==> src/rtl/sym_deser_pkg.sv <==
// sym_deser_pkg: shared types and sizing helpers for the symbol deserializer.
// Revision 1.0
`default_nettype none

package sym_deser_pkg;

   typedef enum logic [0:0] {
      EMPTY = 1'b0,
      FULL  = 1'b1
   } obuf_state_t;

   function automatic int word_w(input int sym_w, input int nsym);
      return sym_w * nsym;
   endfunction

   function automatic int cnt_w(input int nsym);
      return $clog2(nsym);
   endfunction

endpackage

`default_nettype wire

==> src/rtl/sym_deser_obuf.sv <==
// sym_deser_obuf: registered word output with valid/ready handshake; optional parity
// bit under SYM_DESER_PARITY_EN. Revision 1.0
`default_nettype none

module sym_deser_obuf
   import sym_deser_pkg::*;
#(
   parameter int WORD_W = 8
) (
   input  logic              clk,
   input  logic              rst,
   input  logic              load,
   input  logic [WORD_W-1:0] din,
`ifdef SYM_DESER_PARITY_EN
   input  logic              din_parity,
   output logic              parity,
`endif
   input  logic              out_ready,
   output logic [WORD_W-1:0] dout,
   output logic              valid
);

   obuf_state_t state;
   logic        take;

   // The parent never asserts load while full and stalled, so a load is always taken.
   assign take  = load && ((state == EMPTY) || out_ready);
   assign valid = (state == FULL);

   always_ff @(posedge clk or posedge rst) begin
      if (rst) begin
         state  <= EMPTY;
         dout   <= '0;
`ifdef SYM_DESER_PARITY_EN
         parity <= 1'b0;
`endif
      end else begin
         if (take) begin
            dout   <= din;
`ifdef SYM_DESER_PARITY_EN
            parity <= din_parity;
`endif
         end
         if (state == EMPTY) begin
            if (load)
               state <= FULL;
         end else begin
            if (out_ready && !load)
               state <= EMPTY;
         end
      end
   end

endmodule

`default_nettype wire

==> src/rtl/sym_deserializer.sv <==
// sym_deserializer: packs SYM_W-bit symbols (first symbol in LSBs) into NSYM-symbol words
// with backpressure; optional O_parity output under SYM_DESER_PARITY_EN. Revision 1.0
`default_nettype none

module sym_deserializer
   import sym_deser_pkg::*;
#(
   parameter int SYM_W = 2,
   parameter int NSYM  = 4
) (
   input  logic                             CLK,
   input  logic                             ASYNCRESET,
   input  logic [SYM_W-1:0]                 I,
   input  logic                             I_valid,
   output logic                             I_ready,
   output logic [word_w(SYM_W, NSYM)-1:0]   O,
   output logic                             O_valid,
`ifdef SYM_DESER_PARITY_EN
   output logic                             O_parity,
`endif
   input  logic                             O_ready
);

   localparam int WORD_W = word_w(SYM_W, NSYM);
   localparam int CNT_W  = cnt_w(NSYM);
   localparam int ACC_W  = WORD_W - SYM_W;
   localparam logic [CNT_W-1:0] LAST = CNT_W'(NSYM - 1);

   logic [CNT_W-1:0]  cnt;
   logic [ACC_W-1:0]  acc;
   logic              last;
   logic              accept;
   logic [WORD_W-1:0] word;

   assign last    = (cnt == LAST);
   assign I_ready = !(last && O_valid && !O_ready);
   assign accept  = I_valid && I_ready;
   // The final symbol goes straight to the output, so the accumulator omits its slot.
   assign word    = {I, acc};

   always_ff @(posedge CLK or posedge ASYNCRESET) begin
      if (ASYNCRESET) begin
         cnt <= '0;
         acc <= '0;
      end else if (accept) begin
         if (last) begin
            cnt <= '0;
         end else begin
            cnt <= cnt + 1'b1;
            acc[cnt*SYM_W +: SYM_W] <= I;
         end
      end
   end

`ifdef SYM_DESER_PARITY_EN
   logic word_parity;
   assign word_parity = ^word;
`endif

   sym_deser_obuf #(
      .WORD_W     (WORD_W)
   ) u_obuf (
      .clk        (CLK),
      .rst        (ASYNCRESET),
      .load       (accept && last),
      .din        (word),
`ifdef SYM_DESER_PARITY_EN
      .din_parity (word_parity),
      .parity     (O_parity),
`endif
      .out_ready  (O_ready),
      .dout       (O),
      .valid      (O_valid)
   );

endmodule

`default_nettype wire
==> config.mk <==
export PLATFORM = sky130hd
export DESIGN_NAME = sym_deserializer
export DESIGN_NICKNAME = d
export VERILOG_FILES = /design/src/rtl/sym_deser_pkg.sv /design/src/rtl/sym_deser_obuf.sv /design/src/rtl/sym_deserializer.sv
export SDC_FILE = /design/constraint.sdc
export NUM_CORES = 1
export LEC_CHECK = 0
export ABC_CLOCK_PERIOD_IN_PS = 3200
export CAP_MARGIN = 10
export CORE_MARGIN = 2
export CORE_UTILIZATION = 45
export CTS_BUF_LIST = sky130_fd_sc_hd__clkbuf_8
export DETAILED_ROUTE_END_ITERATION = 16
export PLACE_DENSITY_LB_ADDON = 0.2
export SLEW_MARGIN = 20
export SYNTH_ARGS = -nofsm -noshare
export SYNTH_HDL_FRONTEND = slang
export SYNTH_HIERARCHICAL = 1
export SYNTH_SLANG_ARGS = --single-unit
==> constraint.sdc <==
create_clock -name CLK -period 3.2 [get_ports CLK]
set_input_delay 0.64 -clock CLK [delete_from_list [all_inputs] [get_ports CLK]]
set_output_delay 0.64 -clock CLK [all_outputs]
set_load 0.02 [all_outputs]
; Word level (Yosys, flattened, before mapping)
; Index checks and enable logic that the tools add are counted.
[word_totals]
latchBits = 0
mem_bits_ro = 0
inputBits = 6
mem_bits_rw = 0
register_bits = 17
mem_count = 0
word_cells = 27
output_inout_bits = 10
[op_classes]
n_div = 0
n_lt_le_gt_ge = 0
mul = 0
n_eq_ne = 1
shifts = 2
n_mux = 5
reduce_logical = 11
bitwise = 2
n_addsub = 2
[op_table]
columns = op, n
row1 = 3-bit negation with 34-bit output, 1
row2 = 2-bit by 34-bit variable shift with 6-bit output (first input constant), 1
row3 = 2-bit by 34-bit variable part select with 6-bit output, 1
row4 = 6-bit bitwise mux, 1
row5 = 1-bit logical AND, 6
row6 = 1-bit zero test, 3
row7 = 1-bit 2-to-1 mux, 3
row8 = 2-bit by 1-bit adder with 2-bit output (second input constant), 1
row9 = 2-bit equality test (second input constant), 1
row10 = 2-bit 2-to-1 mux, 1
row11 = 1-bit inverter, 2
row12 = 2-bit AND reduction, 1
row13 = 1-bit logical OR, 1

; Longest topological paths before layout
[logic_depth]
word_depth = 10
ltp_mapped = 6
ltp_nobuf = 6

; Cells and area by module
; Netlist, hierarchy kept.
[modules_own_cells]
columns = mod, cells_per_inst, seq_area_each_um2, instances, area_each_um2
row1 = sym_deserializer, 43, 200.2, 1, 515.5
row2 = sym_deser_obuf, 21, 225.2, 1, 381.6

; Worst setup path after synthesis
; Ideal clock, no wire load.
[synth_path]
path_type = reg-to-reg
start = register cnt[0]
end = register u_obuf.dout[0]
slack_ns = 1.368
period_less_slack_ns = 1.832
t_required_ns = 3.075
setup_ns = 0.125
n_path_buf = 0
t_arrival_ns = 1.707
stages_incl_launch_ff = 7
cell_sequence = dfrtp_1 ha_1 and3b_1 inv_2 and3_1 nand2_4 mux2_4
[synth_between]
elab_chain_len = 7
[synth_lines]
columns = item, line_no
row1 = from (decl), sym_deserializer.sv:29  ; logic [CNT_W-1:0] cnt;
row2 = from (signal assigned), sym_deserializer.sv:49  ; cnt <= cnt + 1'b1;
row3 = 2-bit equality test, sym_deserializer.sv:35  ; assign last = (cnt == LAST);
row4 = 1-bit logical AND (2 in a row), sym_deserializer.sv:36  ; assign I_ready = !(last && O_valid && !O_ready);
row5 = 1-bit zero test, sym_deserializer.sv:36
row6 = named net I_ready, sym_deserializer.sv:15  ; output logic I_ready,
row7 = 1-bit logical AND, sym_deserializer.sv:37  ; assign accept = I_valid && I_ready;
row8 = 1-bit logical AND, sym_deserializer.sv:65  ; .load (accept && last),
row9 = 1-bit logical AND, sym_deser_obuf.sv:27  ; assign take = load && ((state == EMPTY) || out_ready);
row10 = to (signal assigned), sym_deser_obuf.sv:39  ; dout <= din;
row11 = to (decl), sym_deser_obuf.sv:19  ; output logic [WORD_W-1:0] dout,
; The timed path passes the listed nets, and every way through them passes these cells.
; A chain may end at the register's enable or synchronous reset.

; Worst setup path after layout
[layout_path]
start = input port O_ready
end = output port I_ready
[layout_between]
elab_chain_len = 3
[layout_lines]
columns = item, line_no
row1 = from (decl), sym_deserializer.sv:21  ; input logic O_ready
row2 = 1-bit zero test, sym_deserializer.sv:36
row3 = 1-bit logical AND, sym_deserializer.sv:36
row4 = 1-bit zero test, sym_deserializer.sv:36
row5 = to (decl), sym_deserializer.sv:15
; Every way passes these cells.

==> flow_summary.json <==
{
  "status": "finished, final reports clean",
  "num_rows": 16,
  "synthesis.area_um2": 897.1,
  "p_total_mw": 1.030,
  "cts_tree": "built",
  "r2r_cells": 6,
  "grt.total_usage": 0.1450,
  "cts.sinks": 17,
  "synthCells": 64,
  "whs_path_depth": 1,
  "tightest_slew_ns": 0.3748,
  "clockBufferDepth": 2,
  "avgViaCountPerCell": 5.128,
  "htree_levels": 1,
  "ant_nets": 0,
  "hpwl_mm": 1.154,
  "worst-path-max-fanout": 3,
  "wirelength_mm": 1.463,
  "core_area_um2": 1922,
  "setup_tns_ns": 0,
  "insertedDiodeCount": 0,
  "p_per_area_nw_per_um2": 921.1,
  "final_core_utilization": 0.5820,
  "skew_ns": 0.003206,
  "synth-edff-count": 0,
  "vdd_drop_max_mv": 0.4624,
  "vias": 559,
  "ys_seq_elements": 17,
  "grt_overflow": 0,
  "drtPass1Iterations": 4,
  "fin_crit_sh": 0.8238,
  "grt_max_degree": 11,
  "finalNetCount": 94,
  "slew_viol_final": 0,
  "worstSetupPathType": "input port to output port",
  "period_needed_ns": 2.636,
  "dr.first_iter.drc_count": 13,
  "maxSlewHeadroom": 0.7501,
  "die_w_um": 48.65,
  "p_leak_nw": 0.5491,
  "gp_congestion": 0.7504,
  "avgSynthCellArea_um2": 14.02,
  "cts_root_buffer": "clkbuf_8",
  "clock_latency_ns": 0.25,
  "worst_setup_path_start_kind": "input port",
  "fin_area_um2": 1119,
  "hold_violations": 0,
  "end_kind": "output port",
  "layout_setup_ws_ns": 0.5639,
  "placedInstanceArea_um2": 1074,
  "yosys_warnings": 6,
  "hold_class": "register to register",
  "layout_commonest_cell": "dfrtp_1",
  "cts-resized-gates": 0,
  "arrival_ns": 2.00,
  "die_area_um2": 2367,
  "synth_ff_type": "dfrtp_1",
  "io_pins": 16,
  "portBuffers": 15,
  "grt_pass1_wl_mm": 2.649,
  "syn_nets": 75,
  "drc": 0,
  "die_h_um": 48.65,
  "seq_area_frac_synth": 0.4742,
  "ys_async_sr_fraction": 1.000,
  "drv_cap": 0,
  "drive_gt1_frac": 0.2439,
  "grt_pass1_vias": 561,
  "clk_pin_slew_ns": 0.06,
  "post_cts_buffers": 0,
  "most-common-layout-cells": "17 x dfrtp_1, 15 x clkdlybuf4s50_1, 8 x mux2_4",
  "fmax_mhz": 379.4,
  "routedWlPerCell_um": 13.42,
  "rsz0062_at_grt": "no",
  "numCtsBuffers": 3,
  "initial_core_util": 0.4668,
  "area_growth_pct": 24.69,
  "antenna_found_initial": 0,
  "dp_slack_ns": 0.5630,
  "ctsHoldBuffers": 0,
  "synth_cell_type_count": 26,
  "setup_viol": 0,
  "crit_required_ns": 2.56
}
cell type report:
class | instances | area, µm²
well taps | 27 | 33.78
multi-input cells | 41 | 445.4
repair buffers | 15 | 150.1
clock buffers | 3 | 41.29
fillers | 164 | 803.3
flip-flops and latches | 17 | 425.4
inverters | 5 | 18.77
clock inverters | 1 | 3.754
report_power, final:
group          switching (mW)  total (mW)  internal [mW]
clock network          0.0676       0.153         0.0850
logic                   0.215       0.495          0.281
registers              0.0763       0.382          0.306
flip-flops by register name, indices dropped and copies added (netlist names):
signal and flops:
u_obuf/valid 1, cnt 2, acc 6, u_obuf/dout 8
worst paths after layout:
| check | slack (ns) | end | from |
|---|---|---|---|
| hold reg to reg | 0.51 | u_obuf/dout[1]$_DFFE_PP0P_ | acc[1]$_DFFE_PP0P_ |
| setup / recovery | 0.56 | I_ready | O_ready |
| min in group asynchronous | 0.66 | acc[1]$_DFFE_PP0P_ | ASYNCRESET |
| max in group asynchronous | 2.27 | u_obuf/dout[4]$_DFFE_PP0P_ | ASYNCRESET |
| hold / removal | 0.51 | u_obuf/dout[1]$_DFFE_PP0P_ | acc[1]$_DFFE_PP0P_ |
| setup reg to reg | 1.20 | u_obuf/dout[2]$_DFFE_PP0P_ | cnt[0]$_DFFE_PP0P_ |
metrics by stage:
step | std cells | hold WS, ns
2_1_floorplan | 64 | 0.4557
3_3_place_gp | 105 | 0.4895
3_5_place_dp | 105 | 0.4964
4_1_cts | 109 | 0.5119
5_1_grt | 109 | 0.5283
6_report | 109 | 0.5058
cells in the mapped netlist, types with 2 or more instances:
library cell | instances | area [µm²]
nor2b_1 | 2 | 12.51
nand3b_1 | 3 | 22.52
nor4bb_1 | 2 | 20.02
dfrtp_1 | 17 | 425.4
inv_1 | 4 | 15.01
mux2_4 | 8 | 120.1
nand2_1 | 2 | 7.510
mux2_2 | 3 | 33.78
ha_1 | 5 | 62.56
a22o_1 | 2 | 17.52
kinds of logic after synthesis:
group | count (synthesis) | share of synthesized area
AND/OR/NAND/NOR | 20 | 0.2050
flip-flops | 17 | 0.4742
multiplexers | 11 | 0.1716
buffers and inverters | 6 | 0.02928
AO/OA/AOI/OAI | 5 | 0.05022
adder cells (fa/ha/maj) | 5 | 0.06974
per-layer routing:
layer,routed length (µm),track usage,vias to the layer above
li1,-,-,267
met1,760,0.1988,277
met2,632,0.2146,13
met3,38,0.02469,2
met4,31,0.08571,0
met5,0,0,-
critical path: stages:
cell,delay [ns]
clkdlybuf4s50_1,0.49
and3b_1,0.22
inv_2,0.06
clkdlybuf4s50_1,0.59
Power figures use the tool's default switching activity.
